## config.mk

```make
export PLATFORM = sky130hd
export DESIGN_NAME = memory_game_engine_flat
export DESIGN_NICKNAME = d
export VERILOG_FILES = /design/src/rtl/memory_game_engine_if.sv /design/src/rtl/memory_game_engine.sv /design/src/flat_wrapper.sv
export SDC_FILE = /design/constraint.sdc
export NUM_CORES = 1
export LEC_CHECK = 0
export ABC_AREA = 1
export CAP_MARGIN = 10
export CELL_PAD_IN_SITES_DETAIL_PLACEMENT = 1
export CELL_PAD_IN_SITES_GLOBAL_PLACEMENT = 1
export CORE_ASPECT_RATIO = 0.8
export CORE_MARGIN = 8
export CORE_UTILIZATION = 40
export CTS_BUF_LIST = sky130_fd_sc_hd__clkbuf_8
export CTS_CLUSTER_DIAMETER = 30
export CTS_CLUSTER_SIZE = 30
export DETAILED_ROUTE_END_ITERATION = 7
export GPL_TIMING_DRIVEN = 0
export PLACE_DENSITY_LB_ADDON = 0.25
export SYNTH_ARGS = -nofsm -noshare
export SYNTH_HDL_FRONTEND = slang
export SYNTH_SLANG_ARGS = --single-unit
```

## constraint.sdc

```tcl
create_clock -name clock_50M -period 4.05 [get_ports clock_50M]
set_clock_uncertainty 0.05 [all_clocks]
set_input_delay 1.215 -clock clock_50M [delete_from_list [all_inputs] [get_ports clock_50M]]
set_output_delay 1.215 -clock clock_50M [all_outputs]
set_load 0.005 [all_outputs]
```

## src/rtl/memory_game_engine_if.sv

```systemverilog
// Handshake and display bundle between the board I/O layer and the memory game round engine.
// The master modport belongs to the I/O side, the slave modport to the engine.
interface memory_game_engine_if #(
    parameter int unsigned WIDTH = 10
);
    logic             start;
    logic             submit;
    logic [WIDTH-1:0] sw;
    logic [WIDTH-1:0] led;
    logic [2:0]       state;
    logic [6:0]       round;
    logic [6:0]       correct;
    logic [6:0]       incorrect;
    logic [6:0]       percent;
    logic             result_valid;
    logic             last_ok;
    logic             done;

    modport master (
        output start, submit, sw,
        input  led, state, round, correct, incorrect, percent, result_valid, last_ok, done
    );

    modport slave (
        input  start, submit, sw,
        output led, state, round, correct, incorrect, percent, result_valid, last_ok, done
    );
endinterface

```

## src/rtl/memory_game_engine.sv

```systemverilog
// Memory game round engine: LFSR pattern, timed show, answer check, tallies and a serial percentage.
// Define MEMORY_GAME_TIMEOUT_EN to add an answer window that forces a wrong answer on expiry.
module memory_game_engine #(
    parameter int unsigned WIDTH          = 10,
    parameter int unsigned ROUNDS         = 20,
    parameter int unsigned SHOW_CYCLES    = 50_000_000,
    parameter logic [15:0] SEED           = 16'hACE1,
    parameter int unsigned TIMEOUT_CYCLES = 250_000_000
) (
    input logic                clock_50M,
    input logic                reset,
    memory_game_engine_if.slave game
);
    typedef enum logic [2:0] {
        StIdle  = 3'd0,
        StGen   = 3'd1,
        StShow  = 3'd2,
        StWait  = 3'd3,
        StCheck = 3'd4,
        StDiv   = 3'd5,
        StDone  = 3'd6
    } state_e;

    state_e           state_q, state_d;
    logic [15:0]      lfsr_q, lfsr_d;
    logic [WIDTH-1:0] pattern_q, pattern_d;
    logic [WIDTH-1:0] answer_q, answer_d;
    logic [WIDTH-1:0] led_q, led_d;
    logic [31:0]      show_cnt_q, show_cnt_d;
    logic [2:0]       div_cnt_q, div_cnt_d;
    logic [6:0]       rem_q, rem_d, dvd_q, dvd_d, quo_q, quo_d, divisor_q, divisor_d;
    logic [6:0]       round_q, round_d, correct_q, correct_d;
    logic [6:0]       incorrect_q, incorrect_d, percent_q, percent_d;
    logic             result_valid_q, result_valid_d;
    logic             last_ok_q, last_ok_d;
    logic             done_q, done_d;
    logic             timeout_hit;
    logic [13:0]      dividend;
    logic [7:0]       trial;
    logic [6:0]       quo_next;

    always_comb begin
        state_d        = state_q;
        lfsr_d         = lfsr_q;
        pattern_d      = pattern_q;
        answer_d       = answer_q;
        show_cnt_d     = show_cnt_q;
        div_cnt_d      = div_cnt_q;
        rem_d          = rem_q;
        dvd_d          = dvd_q;
        quo_d          = quo_q;
        divisor_d      = divisor_q;
        round_d        = round_q;
        correct_d      = correct_q;
        incorrect_d    = incorrect_q;
        percent_d      = percent_q;
        last_ok_d      = last_ok_q;
        result_valid_d = 1'b0;
        dividend       = '0;
        // Restoring step: bring down the next dividend bit, subtract if it fits.
        trial          = {rem_q, dvd_q[6]};
        quo_next       = {quo_q[5:0], (trial >= {1'b0, divisor_q})};

        case (state_q)
            StIdle: begin
                if (game.start) state_d = StGen;
            end
            StGen: begin
                pattern_d  = (lfsr_q[WIDTH-1:0] == '0) ? WIDTH'(1) : lfsr_q[WIDTH-1:0];
                lfsr_d     = lfsr_q[0] ? ((lfsr_q >> 1) ^ 16'hB400) : (lfsr_q >> 1);
                round_d    = round_q + 7'd1;
                show_cnt_d = '0;
                state_d    = StShow;
            end
            StShow: begin
                if (show_cnt_q == 32'(SHOW_CYCLES - 1)) state_d = StWait;
                else show_cnt_d = show_cnt_q + 32'd1;
            end
            StWait: begin
                if (game.submit) begin
                    answer_d = game.sw;
                    state_d  = StCheck;
                end else if (timeout_hit) begin
                    answer_d = ~pattern_q;
                    state_d  = StCheck;
                end
            end
            StCheck: begin
                if (answer_q == pattern_q) begin
                    correct_d = correct_q + 7'd1;
                    last_ok_d = 1'b1;
                end else begin
                    incorrect_d = incorrect_q + 7'd1;
                    last_ok_d   = 1'b0;
                end
                // Quotient is at most 100, so the top 7 dividend bits are already below the divisor.
                dividend  = 14'(correct_d) * 14'd100;
                rem_d     = dividend[13:7];
                dvd_d     = dividend[6:0];
                divisor_d = correct_d + incorrect_d;
                quo_d     = '0;
                div_cnt_d = '0;
                state_d   = StDiv;
            end
            StDiv: begin
                rem_d     = quo_next[0] ? 7'(trial - {1'b0, divisor_q}) : trial[6:0];
                dvd_d     = {dvd_q[5:0], 1'b0};
                quo_d     = quo_next;
                div_cnt_d = div_cnt_q + 3'd1;
                if (div_cnt_q == 3'd6) begin
                    percent_d      = quo_next;
                    result_valid_d = 1'b1;
                    state_d        = (round_q == 7'(ROUNDS)) ? StDone : StGen;
                end
            end
            StDone: begin
                if (game.start) begin
                    round_d     = '0;
                    correct_d   = '0;
                    incorrect_d = '0;
                    percent_d   = '0;
                    last_ok_d   = 1'b0;
                    state_d     = StGen;
                end
            end
            default: state_d = StIdle;
        endcase

        led_d  = (state_d == StShow) ? pattern_d : '0;
        done_d = (state_d == StDone);
    end

    always_ff @(posedge clock_50M) begin
        if (reset) begin
            state_q        <= StIdle;
            lfsr_q         <= SEED;
            pattern_q      <= '0;
            answer_q       <= '0;
            led_q          <= '0;
            show_cnt_q     <= '0;
            div_cnt_q      <= '0;
            rem_q          <= '0;
            dvd_q          <= '0;
            quo_q          <= '0;
            divisor_q      <= '0;
            round_q        <= '0;
            correct_q      <= '0;
            incorrect_q    <= '0;
            percent_q      <= '0;
            result_valid_q <= 1'b0;
            last_ok_q      <= 1'b0;
            done_q         <= 1'b0;
        end else begin
            state_q        <= state_d;
            lfsr_q         <= lfsr_d;
            pattern_q      <= pattern_d;
            answer_q       <= answer_d;
            led_q          <= led_d;
            show_cnt_q     <= show_cnt_d;
            div_cnt_q      <= div_cnt_d;
            rem_q          <= rem_d;
            dvd_q          <= dvd_d;
            quo_q          <= quo_d;
            divisor_q      <= divisor_d;
            round_q        <= round_d;
            correct_q      <= correct_d;
            incorrect_q    <= incorrect_d;
            percent_q      <= percent_d;
            result_valid_q <= result_valid_d;
            last_ok_q      <= last_ok_d;
            done_q         <= done_d;
        end
    end

`ifdef MEMORY_GAME_TIMEOUT_EN
    logic [31:0] to_cnt_q;

    // Loaded on entry to WAIT; the window closes in the cycle the count would reach zero.
    always_ff @(posedge clock_50M) begin
        if (reset) begin
            to_cnt_q <= '0;
        end else if (state_q != StWait && state_d == StWait) begin
            to_cnt_q <= 32'(TIMEOUT_CYCLES);
        end else if (state_q == StWait && to_cnt_q != '0) begin
            to_cnt_q <= to_cnt_q - 32'd1;
        end
    end

    assign timeout_hit = (to_cnt_q == 32'd1);
`else
    assign timeout_hit = 1'b0;

    // Answer window disabled; TIMEOUT_CYCLES stays in the list so both builds share one interface.
    if (TIMEOUT_CYCLES == 0) begin : g_no_timeout_window
    end
`endif

    assign game.led          = led_q;
    assign game.state        = state_q;
    assign game.round        = round_q;
    assign game.correct      = correct_q;
    assign game.incorrect    = incorrect_q;
    assign game.percent      = percent_q;
    assign game.result_valid = result_valid_q;
    assign game.last_ok      = last_ok_q;
    assign game.done         = done_q;
endmodule

```

## src/flat_wrapper.sv

```systemverilog
// flat-port wrapper written by rule: the top's interface ports become plain ports
module memory_game_engine_flat 
#(
    parameter int unsigned WIDTH          = 10,
    parameter int unsigned ROUNDS         = 20,
    parameter int unsigned SHOW_CYCLES    = 50_000_000,
    parameter logic [15:0] SEED           = 16'hACE1,
    parameter int unsigned TIMEOUT_CYCLES = 250_000_000
)
  (clock_50M, reset, game_start, game_submit, game_sw, game_led, game_state, game_round, game_correct, game_incorrect, game_percent, game_result_valid, game_last_ok, game_done);
  memory_game_engine_if #(.WIDTH(WIDTH)) game_i ();
  input logic clock_50M;
  input logic reset;
  input wire logic [$bits(game_i.start)-1:0] game_start;
  input wire logic [$bits(game_i.submit)-1:0] game_submit;
  input wire logic [$bits(game_i.sw)-1:0] game_sw;
  output wire logic [$bits(game_i.led)-1:0] game_led;
  output wire logic [$bits(game_i.state)-1:0] game_state;
  output wire logic [$bits(game_i.round)-1:0] game_round;
  output wire logic [$bits(game_i.correct)-1:0] game_correct;
  output wire logic [$bits(game_i.incorrect)-1:0] game_incorrect;
  output wire logic [$bits(game_i.percent)-1:0] game_percent;
  output wire logic [$bits(game_i.result_valid)-1:0] game_result_valid;
  output wire logic [$bits(game_i.last_ok)-1:0] game_last_ok;
  output wire logic [$bits(game_i.done)-1:0] game_done;
  assign game_i.start = game_start;
  assign game_i.submit = game_submit;
  assign game_i.sw = game_sw;
  assign game_led = game_i.led;
  assign game_state = game_i.state;
  assign game_round = game_i.round;
  assign game_correct = game_i.correct;
  assign game_incorrect = game_i.incorrect;
  assign game_percent = game_i.percent;
  assign game_result_valid = game_i.result_valid;
  assign game_last_ok = game_i.last_ok;
  assign game_done = game_i.done;
  memory_game_engine #(.WIDTH(WIDTH), .ROUNDS(ROUNDS), .SHOW_CYCLES(SHOW_CYCLES), .SEED(SEED), .TIMEOUT_CYCLES(TIMEOUT_CYCLES)) u_core (.clock_50M(clock_50M), .reset(reset), .game(game_i));
endmodule
```

After elaboration in Yosys (flattened, before gate mapping)

Cells that the tools add are included.

Bits in registers: 142
ROM bits: 0
RAM bits: 0
Latch bits: 0
Logic and storage cells: 90
Memories: 0

Equality and inequality tests: 15
$mul: 1
Multiplexer cells: 30
Divide/modulo/power cells: 0
Bitwise gates (word level): 3
Reductions and logical operators: 15
Add/sub/neg operators: 7
Shift-type cells: 0
$lt $le $gt $ge: 1

Operators by type and width:

| cell                                               | number |
|---|---|
| case mux 7 bit (2 select lines)                    | 6 |
| case mux 32 bit (2 select lines)                   | 1 |
| 2-to-1 mux 7 bit                                   | 7 |
| adder 32 x 1 -> 32 bit (second input constant)     | 1 |
| == test 32 x 26 -> 1 bit (second input constant)   | 1 |
| 2-to-1 mux 32 bit                                  | 1 |
| adder 7 x 1 -> 7 bit (second input constant)       | 3 |
| 2-to-1 mux 10 bit                                  | 2 |
| case mux 3 bit (6 select lines)                    | 1 |
| 2-to-1 mux 16 bit                                  | 1 |
| == test 3 bit (second input constant)              | 5 |
| 2-to-1 mux 3 bit                                   | 5 |
| multiplier 7 x 5 -> 12 bit (second input constant) | 1 |
| case mux 6 bit (2 select lines)                    | 1 |
| == test 10 bit                                     | 1 |
| logical NOT 10 bit                                 | 1 |
| nonzero test 2 bit                                 | 5 |
| == test 3 x 2 -> 1 bit (second input constant)     | 3 |
| greater-or-equal comparator 8 x 7 -> 1 bit         | 1 |
| AND reduction 2 bit                                | 4 |
| adder 7 bit                                        | 1 |
| == test 7 x 5 -> 1 bit (second input constant)     | 1 |
| subtractor 7 bit                                   | 1 |
| case mux 3 bit (2 select lines)                    | 1 |
| other kinds (11)                                   | 17 |

Depth between registers and ports, before layout

Word-level depth: 7
Gate-level depth with buffers: 25

Least setup slack after synthesis

Ideal clock, no wire load.

Kind: register to register
From: register u_core.pattern_q[0]
To: register u_core.rem_q[4]
Cell stages (with the launch flop): 24
Data required time: 3863 ps
Setup slack: 42 ps
Period minus slack after synthesis: 4008 ps
Data arrival time: 3821 ps
Cells stage by stage: dfxtp_1 inv_1 nand2_1 nand2_1 nor2_1 nand2_1 nor2_4 nand3_2 nor3_1 xor2_1 ha_1 ha_1 inv_1 fa_1 inv_1 ha_1 a21o_1 a31oi_1 o21ai_0 a21oi_1 xor2_1 o21ai_0 inv_1 a21oi_1

Word-level cells in the longest chain between the ends: 5

RTL lines:

| what                            | RTL line                  | text |
|---|---|---|
| start: declaration              | memory_game_engine.sv:26  | `logic [WIDTH-1:0] pattern_q, pattern_d;` |
| start signal: assignment        | memory_game_engine.sv:156 | `pattern_q <= pattern_d;` |
| == test 10 bit                  | memory_game_engine.sv:89  | `if (answer_q == pattern_q) begin` |
| 2-to-1 mux 7 bit                | memory_game_engine.sv:89  |  |
| 2-to-1 mux 7 bit                | memory_game_engine.sv:64  | `case (state_q)` |
| multiplier 7 x 5 -> 12 bit      | memory_game_engine.sv:97  | `dividend = 14'(correct_d) * 14'd100;` |
| case mux 7 bit (2 select lines) | memory_game_engine.sv:64  |  |
| end signal: assignment          | memory_game_engine.sv:161 | `rem_q <= rem_d;` |
| end: declaration                | memory_game_engine.sv:31  | `logic [6:0] rem_q, rem_d, dvd_q, dvd_d, quo_q, quo_d, divisor_q, divisor_d;` |

Every way passes these cells. The select of a mux whose other input is x is not followed.
A chain may end at the register's enable or synchronous reset.

Final worst setup path

From: register u_core.pattern_q[8]
To: register u_core.rem_q[6]

Same word-level chain as after synthesis.

==> summary.md <==
| Metric | Value |
|---|---|
| Total Power | `around 0.0032 W` |
| HP Class | `reg -> reg` |
| Largest net degree at the start of global routing | `17` |
| Max_slew headroom | `35.3%` |
| Mapped Cells | `1,081` |
| Initial antenna violation count | `0` |
| Die Ht | `141 um` |
| Maximum clock rate | `about 260 MHz` |
| Reg-to-Reg End | `u_core.rem_q[6]` |
| DIE WIDTH | `172 um` |
| Setup Viol. Count Final | `0` |
| Final Wtd Congestion | `a little under 0.9` |
| DR pass1 iterations | `5` |
| DRT Wirelength | `24,400 um` |
| Reg-to-reg slack, setup | `about 0.15 ns` |
| Number of slew-limit violations in the final report | `0` |
| Avg Cell Area, Syn | `roughly 7.2 um^2` |
| Final Hold Viols | `0` |
| Slowest cell delay on critical path | `about 0.5 ns` |
| Via/cell ratio | `around 5.2` |
| Synth cell types | `56` |
| IO buf count | `57` |
| Drt wl/cell | `17.0 um` |
| Synth Warn # | `0` |
| Placed insts | `1,396` |
| FP Rows | `between 40 and 50` |
| Cell area after layout | `around 9400 um^2` |
| CP required | `between 4 and 5 ns` |
| Commonest non-fill, non-tap cell in the layout | `nand2_1` |
| Worst setup SP type | `register` |
| Worst-Skew Late Latency | `0.48 ns` |
| Layout cells sized above 1 | `around 15%` |
| Drt drc | `0` |
| Least-Margin Pin Slew | `slightly below 1 ns` |
| Status | `finished, final reports clean` |
| DRT antenna net count | `0` |
| Core area | `19,100 um^2` |
| P_leak | `around 3.8 nW` |
| DRC violation total after the first TritonRoute iteration | `249` |
| Setup slack at placement | `-0.816 ns` |
| Register area share after synthesis | `around 36%` |
| Nets@finish | `roughly 1,200` |
| Max cap viols | `0` |
| CP max stage cell | `fa_1` |
| FFs w/ async S/R, synth | `0%` |
| Reg2reg path depth | `22` |
| P&R area growth vs syn | `20.3%` |
| CP Depth | `22` |
| CP dominant cell by count | `nand2_1` |
| Root buffer cell | `clkbuf_8` |
| H-tree Lvls | `4` |
| Origin of the critical flop-to-flop path | `u_core.pattern_q[8]` |
| Die footprint | `roughly 24,000 um^2` |
| Detailed Place HPWL | `18,500 um` |
| Worst-path fanout max | `4` |
| Arr. time, crit path | `roughly 4.2 ns` |
| Most frequent cells in the layout | `nand2_1 (224), inv_1 (132), dfxtp_1 (131)` |
| Worst VDD drop | `between 0.15 and 0.2 mV` |
| Syn Nets | `1,141` |
| Placed cell area | `slightly below 9000 um^2` |
| Hold path endpoint | `u_core.div_cnt_q[2]` |
| GR Overflow Total | `0` |
| P per Cell Area | `around 340 nW/um^2` |
| # diodes | `0` |
| CP top delay family | `adder cells` |
| Critical path buffers and inverters | `4` |
| CTS Sinks | `140` |
| IO Pins | `slightly below 60` |
| HP Start | `u_core.div_cnt_q[2]` |
| CTS tree | `yes` |
| First-pass GRT wire length | `a little under 40,000 um` |
| Worst setup margin | `roughly 0.15 ns` |
| Non-Filler Instances | `1,442` |
| Worst-path clk slew | `~0.09 ns` |
| Post-synthesis instance area | `7830 um^2` |
| EDFF count, synth | `0` |
| WHS Path Cells | `1` |
| WHS | `between 0.4 and 0.5 ns` |
| Period Utilization, post-route | `around 96%` |
| Synth Register Bits | `140` |
| WS Path Type | `reg -> reg` |
| Crit path capture type | `register` |
| Cts bufs inserted | `17` |
| Ys flop type | `dfxtp_1` |
| Via count | `about 7,400` |
| Initial core utilization | `41.0%` |
| Number of global-route vias before repair | `between 7,000 and 8,000` |
| Min cycle time layout | `between 3 and 4 ns` |
| All-Layer GR Usage | `roughly a fifth` |
| CTS Buffer Depth | `2` |
| Worst path cell trace | `inv_1 > nand2_1 > nand2_1 > nor2_1 > nand2_2 > nor2_4 > nand3_4 > nor3_4 > xor2_2 > ha_1 > ha_1 > inv_1 > fa_1 > inv_2 > ha_4 > a21o_1 > a31oi_4 > buf_4 > o221ai_1 > xor2_1 > nand2_1 > a31oi_1` |
## cell type report
type | instances | area (um^2)
multi-input combinational | 763 | 4470
tap | 258 | 323
inverter | 148 | 557
timing repair buffer | 71 | 676
clock buffer | 17 | 234
fill | 2450 | 9670
clock inverter | 15 | 163
sequential | 140 | 2820
buffer | 30 | 174
## registers in the layout, summed over array words and instances (netlist names)
register and cells:
u_core.rem_q 7, u_core.game.incorrect 7, u_core.game.correct 7, u_core.div_cnt_q 3
u_core.game.state 3, u_core.dvd_q 5, u_core.pattern_q 10, u_core.show_cnt_q 32
u_core.divisor_q 7, u_core.game.done 1, u_core.game.result_valid 1, u_core.quo_q 6
u_core.lfsr_q 16, u_core.answer_q 10, u_core.game.last_ok 1, u_core.game.round 7
u_core.game.led 10, u_core.game.percent 7
## per-stage QoR
stage	TNS (ns)	util (%)
final	0	49.3
after global routing	-0.0891	49.3
after CTS	-0.0330	48.6
after detailed placement	-2.42	45.7
after global placement	-2.09	45.7
after floorplan	0	-
## per-layer routing
metal	GRT usage [%]	share of wire, %	vias up
met4	7.07	1.8	0
li1	-	-	3714
met1	27.9	50	3556
met2	31.5	43	138
met3	4.38	5.1	40
met5	0	0	-
## power breakdown
group / switching [W] / internal, W / total, W
clock: 0.000626 / 0.000558 / 0.00118
sequential: 0.0000319 / 0.00141 / 0.00144
combinational: 0.000391 / 0.000220 / 0.000612
total: 0.00105 / 0.00219 / 0.00324
## kinds of logic (layout without fill, tap and decap cells)
logic type / after synthesis / in the layout / synth area share (%)
adders and majority gates: 46 / 46 / 7.64
DFF: 140 / 140 / 35.8
and+or+nand+nor: 500 / 500 / 29.4
AOI/OAI and AO/OA: 183 / 183 / 13.9
buffers and inverters: 178 / 281 / 9.33
xor gates and xnor gates: 34 / 34 / 3.90
## how the worst max path moves through the flow
stage	from	to	slack, ns
after floorplan	u_core.pattern_q[0]	u_core.rem_q[4]	0.04
after global placement	u_core.pattern_q[0]	u_core.rem_q[4]	-0.73
final	u_core.pattern_q[8]	u_core.rem_q[6]	0.15
after CTS	u_core.pattern_q[4]	u_core.rem_q[4]	-0.03
after global routing	u_core.pattern_q[8]	u_core.rem_q[4]	-0.04
after detailed placement	u_core.pattern_q[0]	u_core.rem_q[4]	-0.82
## Yosys cell counts (12+ instances only)
master / count / area, um^2
nor2_1: 104 / 390
xor2_1: 22 / 193
inv_1: 136 / 510
a21oi_2: 12 / 105
nand3_1: 45 / 225
clkbuf_1: 20 / 75.1
nor2_2: 13 / 81.3
ha_1: 43 / 538
a21oi_1: 71 / 355
nor3_1: 36 / 180
o21ai_0: 53 / 265
nand2_2: 20 / 125
nand2_1: 229 / 860
nand4_1: 13 / 81.3
dfxtp_1: 140 / 2800
## repair_timing
action / 4_1_cts / 5_1_grt
pin swaps: 18 / 10
setup endpoints to repair: 5 / 5
setup buffers: 8 / 6
endpoints found under the hold margin: 0 / 0
resized for setup: 26 / 25
hold buffers: 0 / 0
Power figures use the tool's default switching activity.
